--- config.mk ---
export PLATFORM = sky130hd
export DESIGN_NAME = sccb_cam_config
export DESIGN_NICKNAME = d
export VERILOG_FILES = /design/src/rtl/sccb_cam_config.sv
export SDC_FILE = /design/constraint.sdc
export NUM_CORES = 1
export LEC_CHECK = 0
export CORE_MARGIN = 4
export CORE_UTILIZATION = 40
export DETAILED_ROUTE_END_ITERATION = 8
export SLEW_MARGIN = 20
export SYNTH_ARGS = -nofsm -noshare
export SYNTH_HDL_FRONTEND = slang
export SYNTH_SLANG_ARGS = --single-unit
--- constraint.sdc ---
create_clock -name clk -period 4.95 [get_ports clk]
set_input_delay 0.99 -clock clk [delete_from_list [all_inputs] [get_ports clk]]
set_output_delay 0.99 -clock clk [all_outputs]
set_load 0.005 [all_outputs]
--- src/rtl/sccb_cam_config.sv ---
// Camera housekeeping pins, power-up reset and SCCB 3-phase register-table writer.
// Optional NACK abort on the 9th bit: define SCCB_NACK_CHECK_EN.
module sccb_cam_config #(
    parameter logic [7:0]  DEV_ADDR       = 8'h42,
    parameter int unsigned ADDR_W         = 8,
    parameter int unsigned SCCB_QDIV      = 125,
    parameter int unsigned XCLK_DIV       = 2,
    parameter int unsigned POWERUP_CYCLES = 1000,
    parameter int unsigned DELAY_CYCLES   = 500000,
    parameter int unsigned GAP_QUARTERS   = 4
) (
    input  logic              clk,
    input  logic              clr,
    input  logic              start,
    output logic [ADDR_W-1:0] cmd_addr,
    input  logic [15:0]       cmd_data,
    output logic              busy,
    output logic              done,
    output logic              error,
    output logic              sioc,
    output logic              siod_o,
    output logic              siod_oe,
    input  logic              siod_i,
    output logic              xclk,
    output logic              cam_rst_n,
    output logic              pwdn
);

    localparam int unsigned XH = XCLK_DIV / 2;
    localparam int unsigned XW = $clog2(XH + 1);
    localparam int unsigned PW = $clog2(POWERUP_CYCLES + 1);
    localparam int unsigned QW = $clog2(SCCB_QDIV + 1);
    localparam int unsigned DW = $clog2(DELAY_CYCLES + 1);
    localparam int unsigned GW = $clog2(GAP_QUARTERS + 1);

    typedef enum logic [3:0] {
        S_IDLE, S_FETCH, S_DECODE, S_START, S_BITS,
        S_STOP, S_GAP, S_DELAY, S_NEXT, S_FINISH
    } state_t;

    state_t        state;
    logic [XW-1:0] xcnt;
    logic [PW-1:0] pu_cnt;
    logic          pu_start;
    logic [QW-1:0] qcnt;
    logic          tick;
    logic          go;
    logic [15:0]   word;
    logic [26:0]   shreg;
    logic [1:0]    qph;
    logic [3:0]    bit_idx;
    logic [1:0]    byte_idx;
    logic          fetch_wait;
    logic [GW-1:0] gap_cnt;
    logic [DW-1:0] dly_cnt;

    assign pwdn = 1'b0;

    // Free-running camera master clock
    always_ff @(posedge clk or posedge clr) begin
        if (clr) begin
            xcnt <= '0;
            xclk <= 1'b0;
        end else if (xcnt == XW'(XH - 1)) begin
            xcnt <= '0;
            xclk <= ~xclk;
        end else begin
            xcnt <= xcnt + XW'(1);
        end
    end

    // Hold camera in reset after clr, then launch the table once
    always_ff @(posedge clk or posedge clr) begin
        if (clr) begin
            pu_cnt    <= '0;
            cam_rst_n <= 1'b0;
            pu_start  <= 1'b0;
        end else begin
            pu_start <= 1'b0;
            if (!cam_rst_n) begin
                if (pu_cnt == PW'(POWERUP_CYCLES - 1)) begin
                    cam_rst_n <= 1'b1;
                    pu_start  <= 1'b1;
                end else begin
                    pu_cnt <= pu_cnt + PW'(1);
                end
            end
        end
    end

    // Quarter-bit tick divider
    always_ff @(posedge clk or posedge clr) begin
        if (clr) begin
            qcnt <= '0;
        end else if (tick) begin
            qcnt <= '0;
        end else begin
            qcnt <= qcnt + QW'(1);
        end
    end

    assign tick = (qcnt == QW'(SCCB_QDIV - 1));
    assign go   = (start & cam_rst_n) | pu_start;

`ifdef SCCB_NACK_CHECK_EN
    logic error_q;
    logic nack;
    assign error = error_q;
`else
    logic unused_siod;
    assign error       = 1'b0;
    assign unused_siod = siod_i;
`endif

    always_ff @(posedge clk or posedge clr) begin
        if (clr) begin
            state      <= S_IDLE;
            cmd_addr   <= '0;
            busy       <= 1'b0;
            done       <= 1'b0;
            sioc       <= 1'b1;
            siod_o     <= 1'b1;
            siod_oe    <= 1'b1;
            word       <= '0;
            shreg      <= '0;
            qph        <= '0;
            bit_idx    <= '0;
            byte_idx   <= '0;
            fetch_wait <= 1'b0;
            gap_cnt    <= '0;
            dly_cnt    <= '0;
`ifdef SCCB_NACK_CHECK_EN
            error_q    <= 1'b0;
            nack       <= 1'b0;
`endif
        end else begin
            case (state)
                S_IDLE: begin
                    if (go) begin
                        busy       <= 1'b1;
                        done       <= 1'b0;
                        cmd_addr   <= '0;
                        fetch_wait <= 1'b1;
                        state      <= S_FETCH;
`ifdef SCCB_NACK_CHECK_EN
                        error_q    <= 1'b0;
                        nack       <= 1'b0;
`endif
                    end
                end
                S_FETCH: begin
                    if (fetch_wait) begin
                        fetch_wait <= 1'b0;
                    end else begin
                        word  <= cmd_data;
                        state <= S_DECODE;
                    end
                end
                S_DECODE: begin
                    qph <= '0;
                    if (word == 16'hFFFF) begin
                        state <= S_FINISH;
                    end else if (word == 16'hFFF0) begin
                        dly_cnt <= '0;
                        state   <= S_DELAY;
                    end else begin
                        // 9th bit of each byte is a released don't-care, sent as 1
                        shreg <= {DEV_ADDR, 1'b1, word[15:8], 1'b1, word[7:0], 1'b1};
                        state <= S_START;
                    end
                end
                S_START: begin
                    if (tick) begin
                        qph <= qph + 2'd1;
                        case (qph)
                            2'd0: begin
                                sioc    <= 1'b1;
                                siod_o  <= 1'b1;
                                siod_oe <= 1'b1;
                            end
                            2'd1: siod_o <= 1'b0;
                            default: begin
                                sioc     <= 1'b0;
                                qph      <= '0;
                                bit_idx  <= '0;
                                byte_idx <= '0;
                                state    <= S_BITS;
                            end
                        endcase
                    end
                end
                S_BITS: begin
                    if (tick) begin
                        qph <= qph + 2'd1;
                        case (qph)
                            2'd0: begin
                                sioc    <= 1'b0;
                                siod_o  <= shreg[26];
                                siod_oe <= (bit_idx != 4'd8);
                            end
                            2'd2: begin
                                sioc <= 1'b1;
`ifdef SCCB_NACK_CHECK_EN
                                if (bit_idx == 4'd8 && siod_i) begin
                                    error_q <= 1'b1;
                                    nack    <= 1'b1;
                                    qph     <= '0;
                                    state   <= S_STOP;
                                end
`endif
                            end
                            2'd3: begin
                                shreg <= {shreg[25:0], 1'b0};
                                if (bit_idx == 4'd8) begin
                                    bit_idx  <= '0;
                                    byte_idx <= byte_idx + 2'd1;
                                    if (byte_idx == 2'd2) begin
                                        state <= S_STOP;
                                    end
                                end else begin
                                    bit_idx <= bit_idx + 4'd1;
                                end
                            end
                            default: ;
                        endcase
                    end
                end
                S_STOP: begin
                    if (tick) begin
                        qph <= qph + 2'd1;
                        case (qph)
                            2'd0: begin
                                sioc    <= 1'b0;
                                siod_o  <= 1'b0;
                                siod_oe <= 1'b1;
                            end
                            2'd1: sioc <= 1'b1;
                            default: begin
                                siod_o  <= 1'b1;
                                gap_cnt <= '0;
                                state   <= S_GAP;
`ifdef SCCB_NACK_CHECK_EN
                                if (nack) begin
                                    state <= S_FINISH;
                                end
`endif
                            end
                        endcase
                    end
                end
                S_GAP: begin
                    if (tick) begin
                        if (gap_cnt == GW'(GAP_QUARTERS - 1)) begin
                            state <= S_NEXT;
                        end else begin
                            gap_cnt <= gap_cnt + GW'(1);
                        end
                    end
                end
                S_DELAY: begin
                    if (dly_cnt == DW'(DELAY_CYCLES - 1)) begin
                        state <= S_NEXT;
                    end else begin
                        dly_cnt <= dly_cnt + DW'(1);
                    end
                end
                S_NEXT: begin
                    // Table ends after its last entry rather than wrapping
                    if (&cmd_addr) begin
                        state <= S_FINISH;
                    end else begin
                        cmd_addr   <= cmd_addr + ADDR_W'(1);
                        fetch_wait <= 1'b1;
                        state      <= S_FETCH;
                    end
                end
                S_FINISH: begin
                    busy  <= 1'b0;
                    done  <= 1'b1;
                    state <= S_IDLE;
                end
                default: state <= S_IDLE;
            endcase
        end
    end

endmodule

# --- Word level (Yosys, flattened, before mapping) ---
# Cells that the tools add are included.
op_classes:
  addsub: 9
  n_bitwise: 6
  n_reduce_logical: 31
  eq_ne: 49
  muxes: 80
ops:
  columns: ["operator", "n"]
  rows:
  - ["2-to-1 mux 27 bit", 4]
  - ["2-to-1 mux 4 bit", 20]
  - ["2-to-1 mux 19 bit", 3]
  - ["case mux 27 bit (2 select lines)", 1]
  - ["inequality test 2 bit, second input constant", 22]
  - ["case mux 19 bit (2 select lines)", 1]
  - ["case mux 4 bit (9 select lines)", 1]
  - ["equality test 16 bit, second input constant", 2]
  - ["AND reduction 5 bit", 4]
  - ["adder 19 x 1 -> 19 bit, second input constant", 1]
  - ["equality test 19 bit, second input constant", 1]
  - ["2-to-1 mux 1 bit", 18]
  - ["equality test 4 x 3 -> 1 bit, second input constant", 4]
  - ["2-to-1 mux 2 bit", 8]
  - ["2-to-1 mux 8 bit", 2]
  - ["case mux 1 bit (2 select lines)", 8]
  - ["case mux 8 bit (2 select lines)", 1]
  - ["2-to-1 mux 3 bit", 5]
  - ["AND reduction 7 bit", 2]
  - ["nonzero test 2 bit", 7]
  - ["AND reduction 13 bit", 1]
  - ["equality test 4 bit, second input constant", 3]
  - ["adder 10 x 1 -> 10 bit, second input constant", 1]
  - ["equality test 10 bit, second input constant", 1]
  - ["other kinds (34)", 54]
totals:
  ff_bits: 112
  word_cells: 196

# --- Longest topological paths before layout ---
# Gate-level depths: netlist (run 1).
logic_depth:
  depth_word: 6
  mapped_depth: 7

# --- Least setup slack after synthesis (run 1) ---
# OpenSTA, ideal clock, no wires.
synth_timing:
  kind: "input to register"
  from: "input start"
  to: "register state[2]"
  cell_stages: 4
  slack_ns: 2.841
  setup_ns: 0.124
  required_ns: 4.826
  path_buffers: 0
  arrival_ns: 1.985
  path_cell_list: "a21oi_1 -> a311o_2 -> or2_1 -> a211o_1"
synth_between:
  elab_chain_cells: 4
synth_rtl:
  columns: ["element", "line", "text"]
  rows:
  - ["from (decl)", "14", "input logic start,"]
  - ["bitwise AND 1 bit", "103", "assign go = (start & cam_rst_n) | pu_start;"]
  - ["bitwise OR 1 bit", "103", null]
  - ["inequality test 2 bit (no line)", null, null]
  - ["AND reduction 13 bit (no line)", null, null]
  - ["to (signal assigned)", "117", "state <= S_IDLE;"]
  - ["to (signal assigned)", "144", "state <= S_FETCH;"]
  - ["to (signal assigned)", "156", "state <= S_DECODE;"]
  - ["to (decl)", "41", "state_t state;"]
# Every way passes these cells.
# A chain may end at the register's enable or synchronous reset.

# --- Worst setup path in the final report (run 1) ---
layout_timing:
  from: "register state[0]"
  to: "register state[2]"
layout_between:
  elab_chain_cells: 3
  elab_cells_between_ends: 24
  cone_classes: "eq/ne (21); mux (1); reduce/logical (2)"
layout_rtl:
  columns: ["element", "line", "text"]
  rows:
  - ["equality test 4 x 3 -> 1 bit, or another cell as far along", "137", "case (state)"]
  - ["inequality test 2 bit (no line)", null, null]
  - ["AND reduction 13 bit (no line)", null, null]
# Parallel ways exist; a longest one is shown, timed or not.

==> results.cfg, run 1 <==
[clocking]
cts_sinks = 111
post_cts_resized = 0
cts_buffer_depth = 2
worstSkewPairLatency_ns = 0.36
post_cts_buffers = 0
cts_tree = done
holdBufCountCts = 0
htreeDepth = 3
cts-root-buf = clkbuf_16
numCtsBuffers = 9
cts.clk_slew.worst_paths_ns = 0.07

[power_and_ir_drop]
max-vdd-ir-drop_v = 0.000153
p_per_area_nw_per_um2 = 257
leakagePower_nw = 2.66

[floorplan]
rows = 42
die_x_um = 126
die_y_um = 126
die_area_um2 = 15800
pin_count = 37
core-area_um2 = 13400
initial_utilization_pct = 41.5

[placed_design]
place_ws_ns = 2.22
placed_cell_area_um2 = 6040
dp_hpwl_um = 7660
place.gp.congestion = 0.778
port_buffers = 33

[global_routing]
use_met2_pct = 22.9
grt_pass1_wl_um = 19300
grt.busiest_layer = met2
gr-usage-all-layers_pct = 14.6
grt_max_degree = 62
grt_pass1_vias = 4037
use_met1_pct = 20.0
antenna_found_initial = 0
grtUsageMet3_pct = 3.94
grt-ovfl-total = 0

[final_layout]
drive_above_1_share_pct = 10.2
nNetsFinal = 620
multiInputGateArea_um2 = 2580
n_antenna_cell = 0
nFillCells = 1273
register_area_um2 = 2780
synthToLayoutAreaGrowth_pct = 13.7
stdcell_area_um2 = 6320

[timing]
period_share_pct = 55.5
rsz0062_at_grt = no
period_needed_ns = 2.75
slew_headroom_pct = 47.6
setup_viol = 0
tns_ns = 0
fmax_mhz = 364
fin_ws_ns = 2.20
finalHoldViolations = 0
finClkSkew_ns = 0.0128
drv_slew = 0
tightest_slew_ns = 0.783

[logic_synthesis]
syn_inst = 556
synth_compound_area_share_pct = 13.6
synth_top_area_cell = dfrtp_1
ys_seq_area_share_pct = 50.1
synthFlopType = dfrtp_1
synth.avg_cell_area_um2 = 9.99
synth_xor_area_share_pct = 3.94
ys_top_cells_by_count = 108 x dfrtp_1, 65 x nand2_1, 62 x nor2_1, 24 x o21ai_0, 23 x inv_1
synth_edf_count = 0
yosys.area_share.adder_pct = 3.60
synthTopCellsByArea = dfrtp_1 49%, nand2_1 4.4%, mux2_2 4.3%
synth_cell_types = 68
synth.area.mux_share_pct = 5.16
syn-cell-area_um2 = 5560
yosysMostFrequentCell = dfrtp_1
yosysWarnings = 0
synthArstFlopShare_pct = 100
yosys.area.top_type_share_pct = 48.6
synth_top_family_by_area = simple AND/OR/NAND/NOR gates
synth_simple_gate_area_share_pct = 20.1
synth_seq_cells = 111

[route]
ant_nets = 0
wl_per_cell_um = 14.3
dr.pass1.iters = 6
via_per_inst = 5.39
route.detailed.drc = 0
drtIter0Drc = 286
routed_wl_um = 11000
via_count = 4126

[critical_path]
path_buf_inv = 0
crit_family = simple AND/OR/NAND/NOR gates
crit_fanout = 24
cp-end-kind = flop
slowest_stage = or4b_2
worstPathArrival_ns = 2.98
crit_type = reg -> reg
cp_slowest_stage_delay_ns = 1.05
worst-endpoint-required_ns = 5.18
cp_cell_sequence = or4b_2 > a31oi_1 > a311o_2 > o21ai_0 > a211o_1
cp-start-kind = flop

[run_status]
status = completed

[min_path]
hold_class = reg -> reg

[job]
maxCapViolations = 0
flip-flops by register name (all words and copies together) (netlist names), 3 cells and up:
register and cells:
cmd_addr 8, word 16, shreg 27, bit_idx 4
qcnt 7, state 4, dly_cnt 19, pu_cnt 10
gap_cnt 3
power breakdown:
| group | internal [mW] | switching [mW] |
|---|---|---|
| Combinational | 0.0135 | 0.0194 |
| Clock | 0.346 | 0.340 |
| Sequential | 0.906 | 0 |
through the flow:
stage                     std cells  hold slack (ns)  total power [mW]  utilization (%)
after floorplan                 557            0.417             0.939                -
after global placement          749            0.404             0.958             45.1
after detailed placement        749            0.405             0.959             45.1
after CTS                       765            0.416              1.66             47.2
after global routing            765            0.442              1.69             47.2
final                           765            0.412              1.63             47.2
path summary, 6_finish.rpt:
path                                from          to  slack, ns  cells past startpoint
worst min-delay path                xclk        xclk       0.41                      1
worst max-delay path            state[0]    state[2]       2.20                      5
worst max register to register  state[0]    state[2]       2.20                      5
max in group asynchronous            clr   shreg[14]       2.99                      3
min in group asynchronous            clr  dly_cnt[3]       1.09                      2
worst min register to register      xclk        xclk       0.41                      1
routing by layer:
metal	share of wire, %	routed length [um]
met1	48	5220
met2	47	5120
met5	0	0
met3	4.6	501
met4	1.0	115
placed cells by master, fill, tap and decap left out, drive strengths merged, types with 10 or more instances in the layout:
cell,n
dfrtp,108
nand2,65
nor2,62
clkdlybuf4s50,33
o21ai,26
inv,26
mux2,21
a31oi,21
a21oi,19
nand4,18
nand3,18
ha,16
xor2,15
xnor2,10
nor3,10
logic make-up after synthesis:
family	after synthesis
and+or+nand+nor	221
AOI/OAI and AO/OA	111
DFF	111
buffers and inverters	45
muxes	26
xor gates and xnor gates	25
adders and majority gates	16
other	1
final cells by class:
cell class | instances | share of cell area (%)
Sequential cell | 111 | 44.0
Inverter | 23 | 1.41
Clock inverter | 7 | 0.832
Multi-Input combinational cell | 401 | 40.9
Timing Repair Buffer | 38 | 5.82
Clock buffer | 9 | 3.56
Tap cell | 176 | 3.48
Note: power is estimated with default switching activity, not from simulation.
==> run 2, diff against run 1 <==
Clock period 4.95 ns to 2.9 ns, I/O delays scaled along.
==> run 2 against run 1 <==
- routed wire length up 3.0%
- non-clock buffer count is 4 higher
- global-route usage increased by 0.30 points
- clock skew fell by 0.0062 ns
- clock power is 81% higher
- die area is the same
- maximum frequency up 23%
- critical path depth increased by 2
- worst setup slack worse by 1.5 ns
- final area grew 1.2%
- sequential share of layout area shrank 0.54 points
- register-to-register slack lost 1.5 ns
==> results.cfg, run 2 (same netlist as run 1, synthesis figures left out) <==
[run_status]
status = completed

[critical_path]
worstPathArrival_ns = 2.48
cp_cell_sequence = inv_1 > ha_1 > nor2_1 > a211oi_1 > a311o_2 > or2_1 > a211o_1
worst-endpoint-required_ns = 3.14
r2r_start = qph[0]
crit_fanout = 8
cp-start-kind = flop
r2r_end = state[2]
cp_slowest_stage_delay_ns = 0.40
slowest_stage = dfrtp_1
rrSetupSlack_ns = 0.66
cp-end-kind = flop
crit_type = reg -> reg
reg2reg_depth = 7

[timing]
tightest_slew_ns = 0.562
tns_ns = 0
fmax_mhz = 446
drv_slew = 0
setup_viol = 0
rsz0062_at_grt = no
finalHoldViolations = 0
finClkSkew_ns = 0.00662
slew_headroom_pct = 62.3
period_share_pct = 77.3
period_needed_ns = 2.24

[floorplan]
die_area_um2 = 15800
core-area_um2 = 13400
initial_utilization_pct = 41.5
rows = 42
pin_count = 37
die_y_um = 126
die_x_um = 126

[final_layout]
n_antenna_cell = 0
layout_commonest_cell = dfrtp_1
synthToLayoutAreaGrowth_pct = 15.2
largest_reg_flops = 27
stdcell_area_um2 = 6400
top_regs = shreg: 27 flops, dly_cnt: 19 flops, word: 16 flops
final_cell_mix = 108 x dfrtp_1, 65 x nand2_1, 62 x nor2_1
nNetsFinal = 624
nFillCells = 1270
drive_above_1_share_pct = 10.5
regMostFlops = shreg
multiInputGateArea_um2 = 2580
register_area_um2 = 2780

[placed_design]
port_buffers = 33
placed_cell_area_um2 = 6100
place.gp.congestion = 0.805
dp_hpwl_um = 7750

[power_and_ir_drop]
leakagePower_nw = 2.69
p_per_area_nw_per_um2 = 446
max-vdd-ir-drop_v = 0.000321
finalPower_mw = 2.85

[clocking]
holdBufCountCts = 0
post_cts_buffers = 0
htreeDepth = 3
cts.clk_slew.worst_paths_ns = 0.07
cts_buffer_depth = 2
numCtsBuffers = 9
cts_tree = done
cts-root-buf = clkbuf_16
cts_sinks = 111
worstSkewPairLatency_ns = 0.35
post_cts_resized = 0

[min_path]
hold_path_depth = 1
holdCritStartpoint = xclk
hold_end = xclk
hold_class = reg -> reg

[route]
drtIter0Drc = 230
wl_per_cell_um = 14.7
via_count = 4137
routed_wl_um = 11300
dr.pass1.iters = 4
ant_nets = 0
route.detailed.drc = 0
via_per_inst = 5.39

[global_routing]
grt-ovfl-total = 0
gr-usage-all-layers_pct = 14.9
grt_pass1_vias = 4115
antenna_found_initial = 0
grt_pass1_wl_um = 19500
grt_max_degree = 56

[job]
maxCapViolations = 0
## run 2: metal layers
layer	share of wire, %	vias up	track usage [%]
met5	0	-	0
met4	1.1	0	4.29
met3	4.3	12	5.08
met2	47	66	23.9
met1	47	2009	19.2
li1	-	2050	-
## run 2: worst max path at each step
stage | start | endpoint | cells past startpoint
finish | qph[0] | state[2] | 7
global route | state[1] | shreg[16] | 6
CTS | state[2] | bit_idx[3] | 5
detailed placement | start | state[2] | 5
global placement | start | state[2] | 5
floorplan | qph[0] | state[2] | 7
## run 2: area by class of cell
cell class                      count  area share, %
Multi-Input combinational cell    401           40.4
Sequential cell                   111           43.5
Clock inverter                      5           1.11
Timing Repair Buffer               42           6.61
Tap cell                          176           3.44
Clock buffer                       10           3.58
Inverter                           23           1.41
## run 2: critical path, delay by kind of cell, from the launching register on
family	cells	cell delay (ns)
compound gates	3	0.80
buf+inv	1	0.12
fa+ha+maj	1	0.31
simple gates	2	0.50
flops	1	0.40
## run 2: power by group
group | leakage [nW] | internal, mW | switching, mW
clock | 0.141 | 0.676 | 0.569
sequential | 1.43 | 1.55 | 0
combinational | 1.11 | 0.0269 | 0.0341
## run 2: metrics by stage
stage	hold slack [ns]	util, %	instances	setup WS, ns
after global routing	0.479	47.7	768	0.443
final	0.417	47.7	768	0.660
after floorplan	0.417	-	557	0.910
after CTS	0.426	47.7	768	0.665
after detailed placement	0.416	45.5	753	0.607
after global placement	0.404	45.5	753	0.609
